[src/rtl/range_stats_pkg.sv]
// Shared types for the range_stats measurement block.
// State encoding and error-cause codes, kept visible for debug.
package range_stats_pkg;

    typedef enum logic {
        IDLE = 1'b0,
        RUN  = 1'b1
    } state_t;

    localparam logic [2:0] ERR_NONE     = 3'd0;
    localparam logic [2:0] ERR_BOTH     = 3'd1;
    localparam logic [2:0] ERR_GO_RUN   = 3'd2;
    localparam logic [2:0] ERR_FIN_IDLE = 3'd3;
    localparam logic [2:0] ERR_EMPTY    = 3'd4;

endpackage

[src/rtl/range_cmp.sv]
// Ordered compare of a sample against the current {max, min} pair.
// Yields the updated low and high bounds in one pass.
module range_cmp #(
    parameter int WIDTH  = 16,
    parameter bit SIGNED = 1'b0
) (
    input  logic [WIDTH-1:0]      a,
    input  logic [1:0][WIDTH-1:0] b,
    output logic [WIDTH-1:0]      lo,
    output logic [WIDTH-1:0]      hi
);

    logic a_lt_lo;
    logic hi_lt_a;

    // b[0] is the running minimum, b[1] the running maximum
    generate
        if (SIGNED) begin : g_signed
            assign a_lt_lo = $signed(a) < $signed(b[0]);
            assign hi_lt_a = $signed(b[1]) < $signed(a);
        end else begin : g_unsigned
            assign a_lt_lo = a < b[0];
            assign hi_lt_a = b[1] < a;
        end
    endgenerate

    assign lo = a_lt_lo ? a : b[0];
    assign hi = hi_lt_a ? a : b[1];

endmodule

[src/rtl/range_stats.sv]
// Windowed min/max/count tracker opened by go and closed by finish.
// Reports max - min on close; protocol misuse raises a sticky error.
module range_stats
    import range_stats_pkg::*;
#(
    parameter int WIDTH  = 16,
    parameter bit SIGNED = 1'b0,
    parameter int CNT_W  = 16
) (
    input  logic             clk,
    input  logic             rst_n,
    input  logic             go,
    input  logic             finish,
    input  logic             in_valid,
    input  logic [WIDTH-1:0] data_in,
    output logic [WIDTH-1:0] min_out,
    output logic [WIDTH-1:0] max_out,
    output logic [WIDTH-1:0] range,
    output logic [CNT_W-1:0] count,
    output logic             busy,
    output logic             done,
    output logic             error
);

    state_t           state;
    state_t           state_nx;
    logic             start;
    logic             close;
    logic [2:0]       err_cause;

    logic [WIDTH-1:0] acc_min;
    logic [WIDTH-1:0] acc_max;
    logic [CNT_W-1:0] acc_cnt;
    logic [WIDTH-1:0] nxt_min;
    logic [WIDTH-1:0] nxt_max;
    logic [CNT_W-1:0] nxt_cnt;
    logic [CNT_W-1:0] base_cnt;
    logic [WIDTH-1:0] cmp_lo;
    logic [WIDTH-1:0] cmp_hi;

    range_cmp #(
        .WIDTH  (WIDTH),
        .SIGNED (SIGNED)
    ) u_cmp (
        .a  (data_in),
        .b  ({acc_max, acc_min}),
        .lo (cmp_lo),
        .hi (cmp_hi)
    );

    always_ff @(posedge clk) begin
        if (!rst_n) begin
            state <= IDLE;
        end else begin
            state <= state_nx;
        end
    end

    always_comb begin
        state_nx = state;
        case (state)
            IDLE: if (go && !finish) state_nx = RUN;
            RUN:  if (go || finish)  state_nx = IDLE;
            default: state_nx = IDLE;
        endcase
    end

    always_comb begin
        start     = (state == IDLE) && go && !finish;
        close     = (state == RUN) && finish && !go;
        err_cause = ERR_NONE;
        if (go && finish) begin
            err_cause = ERR_BOTH;
        end else if ((state == RUN) && go) begin
            err_cause = ERR_GO_RUN;
        end else if ((state == IDLE) && finish) begin
            err_cause = ERR_FIN_IDLE;
        end else if (close && (nxt_cnt == '0)) begin
            err_cause = ERR_EMPTY;
        end
    end

    // A window opening from IDLE starts from an empty accumulator
    always_comb begin
        base_cnt = (state == RUN) ? acc_cnt : '0;
        nxt_min  = acc_min;
        nxt_max  = acc_max;
        nxt_cnt  = base_cnt;
        if (in_valid) begin
            if (base_cnt == '0) begin
                nxt_min = data_in;
                nxt_max = data_in;
            end else begin
                nxt_min = cmp_lo;
                nxt_max = cmp_hi;
            end
            nxt_cnt = (&base_cnt) ? base_cnt : base_cnt + CNT_W'(1);
        end
    end

    always_ff @(posedge clk) begin
        if (!rst_n) begin
            acc_min <= '0;
            acc_max <= '0;
            acc_cnt <= '0;
        end else if (start || (state == RUN)) begin
            acc_min <= nxt_min;
            acc_max <= nxt_max;
            acc_cnt <= nxt_cnt;
        end
    end

    always_ff @(posedge clk) begin
        if (!rst_n) begin
            min_out <= '0;
            max_out <= '0;
            range   <= '0;
            count   <= '0;
            done    <= 1'b0;
            error   <= 1'b0;
        end else begin
            done <= close;
            if (close) begin
                if (nxt_cnt == '0) begin
                    min_out <= '0;
                    max_out <= '0;
                    range   <= '0;
                    count   <= '0;
                end else begin
                    min_out <= nxt_min;
                    max_out <= nxt_max;
                    range   <= nxt_max - nxt_min;
                    count   <= nxt_cnt;
                end
            end
            if (start) begin
                error <= 1'b0;
            end else if (err_cause != ERR_NONE) begin
                error <= 1'b1;
            end
        end
    end

    assign busy = (state == RUN);

endmodule

[config.mk]
export PLATFORM = sky130hd
export DESIGN_NAME = range_stats
export DESIGN_NICKNAME = d
export VERILOG_FILES = /design/src/rtl/range_stats_pkg.sv /design/src/rtl/range_cmp.sv /design/src/rtl/range_stats.sv
export SDC_FILE = /design/constraint.sdc
export NUM_CORES = 1
export LEC_CHECK = 0
export ABC_AREA = 1
export BUFFER_PORTS_ARGS = -buffer_cell sky130_fd_sc_hd__buf_2
export CORE_ASPECT_RATIO = 0.6
export CORE_MARGIN = 2
export CORE_UTILIZATION = 55
export CTS_CLUSTER_DIAMETER = 150
export CTS_CLUSTER_SIZE = 20
export DETAILED_ROUTE_END_ITERATION = 10
export GPL_ROUTABILITY_DRIVEN = 0
export MAX_ROUTING_LAYER = met4
export PLACE_DENSITY_LB_ADDON = 0.15
export SYNTH_ARGS = -nofsm -noshare
export SYNTH_HDL_FRONTEND = slang
export SYNTH_SLANG_ARGS = --single-unit
[constraint.sdc]
create_clock -name clk -period 7.5 [get_ports clk]
set_clock_uncertainty 0.2 [all_clocks]
set_input_delay 0.75 -clock clk [delete_from_list [all_inputs] [get_ports clk]]
set_output_delay 0.75 -clock clk [all_outputs]
set_load 0.005 [all_outputs]
# [Yosys cells after proc, flatten, opt, wreduce, memory -nomap -nowiden]
# Index checks and enable logic that the tools add are counted.
[word_totals] register_bits=115 in_bits=21 out_inout_bits=67 elab_cells=54
[op_classes] n_addsub=2 order_cmp=2 n_mux=20 bitwise_logic=2 n_reduce_logical=18
[op_table] operator="$mux 16" count=13
[op_table] operator="$logic_not 16->1" count=2
[op_table] operator="$lt 16x16->1" count=2
[op_table] operator="$add 16x1->16 const B" count=1
[op_table] operator="$reduce_and 16->1" count=1
[op_table] operator="$sub 16x16->16" count=1
[op_table] operator="$mux 3" count=4
[op_table] operator="$logic_and 1x1->1" count=9
[op_table] operator="$reduce_bool 3->1" count=1
[op_table] operator="$logic_not 1->1" count=2
[op_table] operator="$logic_or 1x1->1" count=2
[op_table] operator="$mux 1" count=2
[op_table] operator="$not 1->1" count=2
[op_table] operator="$pmux 1 s2" count=1
[op_table] operator="$reduce_or 2->1" count=1

# [Longest topological paths before layout]
[depth] word_depth=11 mapped_depth=28 depth_no_buf=27

# [Modules after synthesis]
# A second synthesis with hierarchy kept.
[hier_totals] cells_unflattened=1297 area_unflattened_um2=8280.4
[by_module_without_submodules] module="range_stats" n_inst=1 cells_per_inst=1063 area_each_um2=6772.7 seq_area_each_um2=2302.2
[by_module_without_submodules] module="range_cmp" n_inst=1 cells_per_inst=234 area_each_um2=1507.7 seq_area_each_um2=0.0

# [Worst setup path before layout]
# Ideal clock, no wire load.
[synth_timing] kind="input -> register" from="input data_in[7]" to="register range[10]" setup_ps=70 arrival_ps=3853 required_time_ps=7230 setup_slack_ps=3376 path_stages=22 path_buffers=1 cell_sequence="inv_1 ha_1 a21oi_1 o21a_1 nand2_1 nand2_1 nand2_1 nand2_1 nand2_2 buf_2 nand2_1 o21a_1 inv_1 ha_1 fa_1 o21ai_0 a21oi_1 o21ai_0 a21boi_0 xor2_1 nand3b_1 a21oi_1"
[synth_via] elab_chain_len=6 elab_cells_between_ends=10 classes_between="add/sub: 1; order compare: 2; mux: 7"
[synth_lines] item="from (decl)" line_no="range_stats.sv:15" rtl="input logic [WIDTH-1:0] data_in,"
[synth_lines] item="$lt 16x16->1 (on tied branches)" line_no="range_cmp.sv:23, range_cmp.sv:22"
[synth_lines] item="$mux 16 (on tied branches)" line_no="range_cmp.sv:28, range_cmp.sv:27"
[synth_lines] item="$mux 16" line_no="range_stats.sv:90" rtl="if (base_cnt == '0) begin"
[synth_lines] item="$mux 16" line_no="range_stats.sv:89" rtl="if (in_valid) begin"
[synth_lines] item="$sub 16x16->16 *" line_no="range_stats.sv:132" rtl="range <= nxt_max - nxt_min;"
[synth_lines] item="$mux 16 *" line_no="range_stats.sv:124" rtl="if (nxt_cnt == '0) begin"
[synth_lines] item="to (signal assigned)" line_no="range_stats.sv:132"
[synth_lines] item="to (decl)" line_no="range_stats.sv:18" rtl="output logic [WIDTH-1:0] range,"
# Mark *: on every way between the ends. The rest lies on a longest branch, timed or not.
# A chain may end at the register's enable or synchronous reset.

# [Final worst setup path]
[layout_timing] from="register state, in the netlist busy" to="register range[10]"
[layout_via] elab_chain_len=6 elab_cells_between_ends=15 classes_between="add/sub: 2; mux: 8; reduce/logical: 5"
[layout_lines] item="from (decl)" line_no="range_stats.sv:25" rtl="state_t state;"
[layout_lines] item="from (signal assigned)" line_no="range_stats.sv:55" rtl="state <= state_nx;"
[layout_lines] item="$mux 16" line_no="range_stats.sv:85" rtl="base_cnt = (state == RUN) ? acc_cnt : '0;"
[layout_lines] item="$logic_not 16->1, or another cell as far along" line_no="range_stats.sv:90"
[layout_lines] item="$mux 16 (on tied branches)" line_no="range_stats.sv:90, range_stats.sv:97"
[layout_lines] item="$mux 16" line_no="range_stats.sv:89"
[layout_lines] item="$sub 16x16->16 or $logic_not 16->1 (tied branches)" line_no="range_stats.sv:132, range_stats.sv:124"
[layout_lines] item="$mux 16" line_no="range_stats.sv:124"
# Parallel ways exist; a longest one is shown, timed or not.

==> metrics.csv <==
stage;metric;value;unit
yosys;synthTopCellsByCount;308 x nand2_1, 148 x inv_1, 115 x dfxtp_1, 70 x a21oi_1, 61 x nand3_1;
global_route;grt_overflow;0;
cells_and_area;synthToLayoutAreaGrowth;15.3;%
cells_and_area;diodes;0;
timing;min_period;5.06;ns
drt;drtAntennaViolNets;0;
yosys;synth_area;7120;um2
timing;hold_viol_final;0;
yosys;synth.most_common_cell;nand2_1;
timing;finalSetupTns;0;ns
clock_network;cts_buffer_depth;2;
timing;rsz0062_at_grt;false;
timing;layout_setup_ws;2.44;ns
timing;setup_violations;0;
clock_network;cts_resized;0;
floorplan;boundaryPins;88;
timing;tightestPinTransition;1.11;ns
yosys;yosysUniqueCellTypes;41;
power_and_ir_drop;p_leak;4.28;nW
power_and_ir_drop;p_sw;0.544;mW
drt;drc;0;
critical_path;rr_worst_depth;19;
critical_path;crit_slowest_cell;dfxtp_1;
hold_path;hold_path_class;reg -> reg;
critical_path;crit_type;reg -> reg;
yosys;synth_seq_cells;115;
drt;vias_per_cell;5.35;
power_and_ir_drop;power.internal;1.27;mW
hold_path;min_path_cells;2;
power_and_ir_drop;clkPwrFrac;0.464;
critical_path;critPathLaunchType;flop;
critical_path;cp_top_family;compound AO/OA/AOI/OAI gates;
critical_path;critical_path_peak_fanout;32;
critical_path;cp-end-kind;flop;
yosys;syn_area_per_cell;6.73;um2
cells_and_area;utilization;0.644;
floorplan;dieHeight;92.1;um
floorplan;start_util;0.559;
yosys;async_flop_share;0;
drt;drt-pass1-iter-count;7;
critical_path;worst-path-stages;19;
cells_and_area;drive_gt1_frac;0.151;
placed_design;pre_cts_ws;2.50;ns
clock_network;root_buffer;clkbuf_16;
drt;wire_per_inst;14.8;um
yosys;synth_edf_count;0;
clock_network;postCtsSetupRepairBufs;0;
timing;report.final.slew_viol_count;0;
placed_design;portBuffers;87;
power_and_ir_drop;combinationalPowerShare;0.181;
floorplan;core_area;12700;um2
yosys;netlist.top_cell.by_area;dfxtp_1;
drt;drtIter0Drc;606;
clock_network;cts_hold_buf;0;
floorplan;die_area;13900;um2
placed_design;dpl.hpwl;13.8;mm
timing;fmax;198;MHz
clock_network;cts_sinks;115;
clock_network;cts_tree;built;
yosys;synth_area_leaders;dfxtp_1 32%, nand2_1 16%, ha_1 8.4%;
timing;period_share;0.674;
run_status;outcome;finished, final reports clean;
cells_and_area;final_area;8210;um2
cells_and_area;regArea;2300;um2
global_route;grt_first_pass_wirelength;31.5;mm
yosys;synth_top_cell_area_share;0.324;
yosys;ys_seq_area_frac;0.324;
critical_path;path_buf_inv;2;
critical_path;cp.required;7.64;ns
drt;drt-total-wl;19.4;mm
cells_and_area;fin_nets;1194;
drt;vias;6995;
clock_network;clock_latency;0.42;ns
cells_and_area;fillers;1210;
clock_network;h-tree-depth;4;
clock_network;cts_made_buffers;17;
global_route;grt_pass1_vias;6211;
floorplan;rows;32;
timing;relSlewSlack;0.256;
critical_path;critical_path.cell_chain;buf_4 > nand2_1 > ha_1 > nand4_1 > nor2_1 > nand3_1 > nand2_1 > nand2_2 > o21a_1 > inv_1 > ha_1 > fa_1 > o21ai_0 > a21oi_1 > o21ai_0 > a21boi_0 > xor2_1 > nand3b_1 > a21oi_1;
global_route;antenna_found_initial;0;
critical_path;arrival;5.20;ns
flow_run;cap_violations;0;
yosys;synthCells;1057;
cells_and_area;multiInputGateArea;4010;um2
power_and_ir_drop;power_density;221;nW/um2
placed_design;placed_area;7600;um2
critical_path;max_stage_delay;0.64;ns
clock_network;path_clk_slew;0.06;ns
yosys;synth_warnings;0;
floorplan;fp.dieW;151;um
global_route;track_usage;0.298;
power_and_ir_drop;p_seq_frac;0.355;
yosys;ys.flop_type;dfxtp_1;
power_and_ir_drop;ir_worst_vdd;167;uV
timing;hold_ws;0.253;ns
power_and_ir_drop;p_sw_frac;0.299;
yosys;syn_nets;1127;
global_route;grt_max_degree;72;
==> worst paths after layout <==
path             start   endpoint  slack, ns
min          count[11]  count[11]       0.25
max               busy  range[10]       2.44
min reg2reg  count[11]  count[11]       0.25
max reg2reg       busy  range[10]       2.44
==> cell type report <==
cell class,count,share of cell area
clock buffers,17,0.0518
multi-input cells,739,0.488
inverters,157,0.0718
well taps,170,0.0259
clock inverters,15,0.0223
repair buffers,94,0.0595
flip-flops and latches,115,0.281
==> worst register-to-register path: cells and delay by family (launching register included) <==
family | cells | cell delay (ns)
DFF | 1 | 0.64
adders and majority gates | 3 | 0.84
and+or+nand+nor | 7 | 1.31
buffers and inverters | 2 | 0.40
xor gates and xnor gates | 1 | 0.16
AOI/OAI and AO/OA | 6 | 1.42
==> power groups by stage <==
stage                     logic [mW]  clock network, mW  registers, mW
after floorplan                0.246                  0          0.654
after global placement         0.316                  0          0.658
after detailed placement       0.319                  0          0.658
after CTS                      0.323              0.850          0.645
after global routing           0.370              0.879          0.647
final                          0.329              0.843          0.645
==> cell families after synthesis <==
kind of cell | count (synthesis) | synth area share
simple gates | 469 | 0.281
compound gates | 208 | 0.178
buf+inv | 203 | 0.115
flops | 115 | 0.324
fa+ha+maj | 49 | 0.0872
xor+xnor | 13 | 0.0160
==> metal layers <==
layer | track usage | vias up | wire (um)
met3 | 0.0642 | 19 | 1820
met1 | 0.464 | 3180 | 9980
met2 | 0.388 | 270 | 7430
met5 | - | - | 0
li1 | - | 3526 | -
met4 | 0.0561 | 0 | 175
==> stage by stage <==
stage / std cells / power (mW)
after CTS: 1307 / 1.82
after global placement: 1275 / 0.974
after floorplan: 1057 / 0.900
final: 1307 / 1.82
after detailed placement: 1275 / 0.977
after global routing: 1307 / 1.90
==> registers in the layout (all words and copies together), names as in the netlist <==
name / cells
acc_min: 16
error: 1
done: 1
count: 16
max_out: 16
acc_max: 16
busy: 1
range: 16
min_out: 16
acc_cnt: 16
==> placed cells by master (no fill, tap or decap), drive strengths merged, types with 2 or more instances in the layout <==
| cell type | Yosys | layout |
|---|---|---|
| a21o | 3 | 3 |
| a21oi | 71 | 71 |
| buf | 19 | 94 |
| bufinv | 0 | 3 |
| clkbuf | 27 | 17 |
| clkinv | 3 | 8 |
| clkinvlp | 0 | 4 |
| dfxtp | 115 | 115 |
| ha | 48 | 48 |
| inv | 154 | 157 |
| nand2 | 319 | 319 |
| nand3 | 62 | 62 |
| nand3b | 7 | 7 |
| nand4 | 13 | 13 |
| nor2 | 58 | 58 |
| nor3 | 7 | 7 |
| o211ai | 19 | 19 |
| o21a | 20 | 20 |
| o21ai | 71 | 71 |
| o21bai | 19 | 19 |
| or2 | 2 | 2 |
| xnor2 | 4 | 4 |
| xor2 | 9 | 9 |
(Power assumes the default switching activity.)
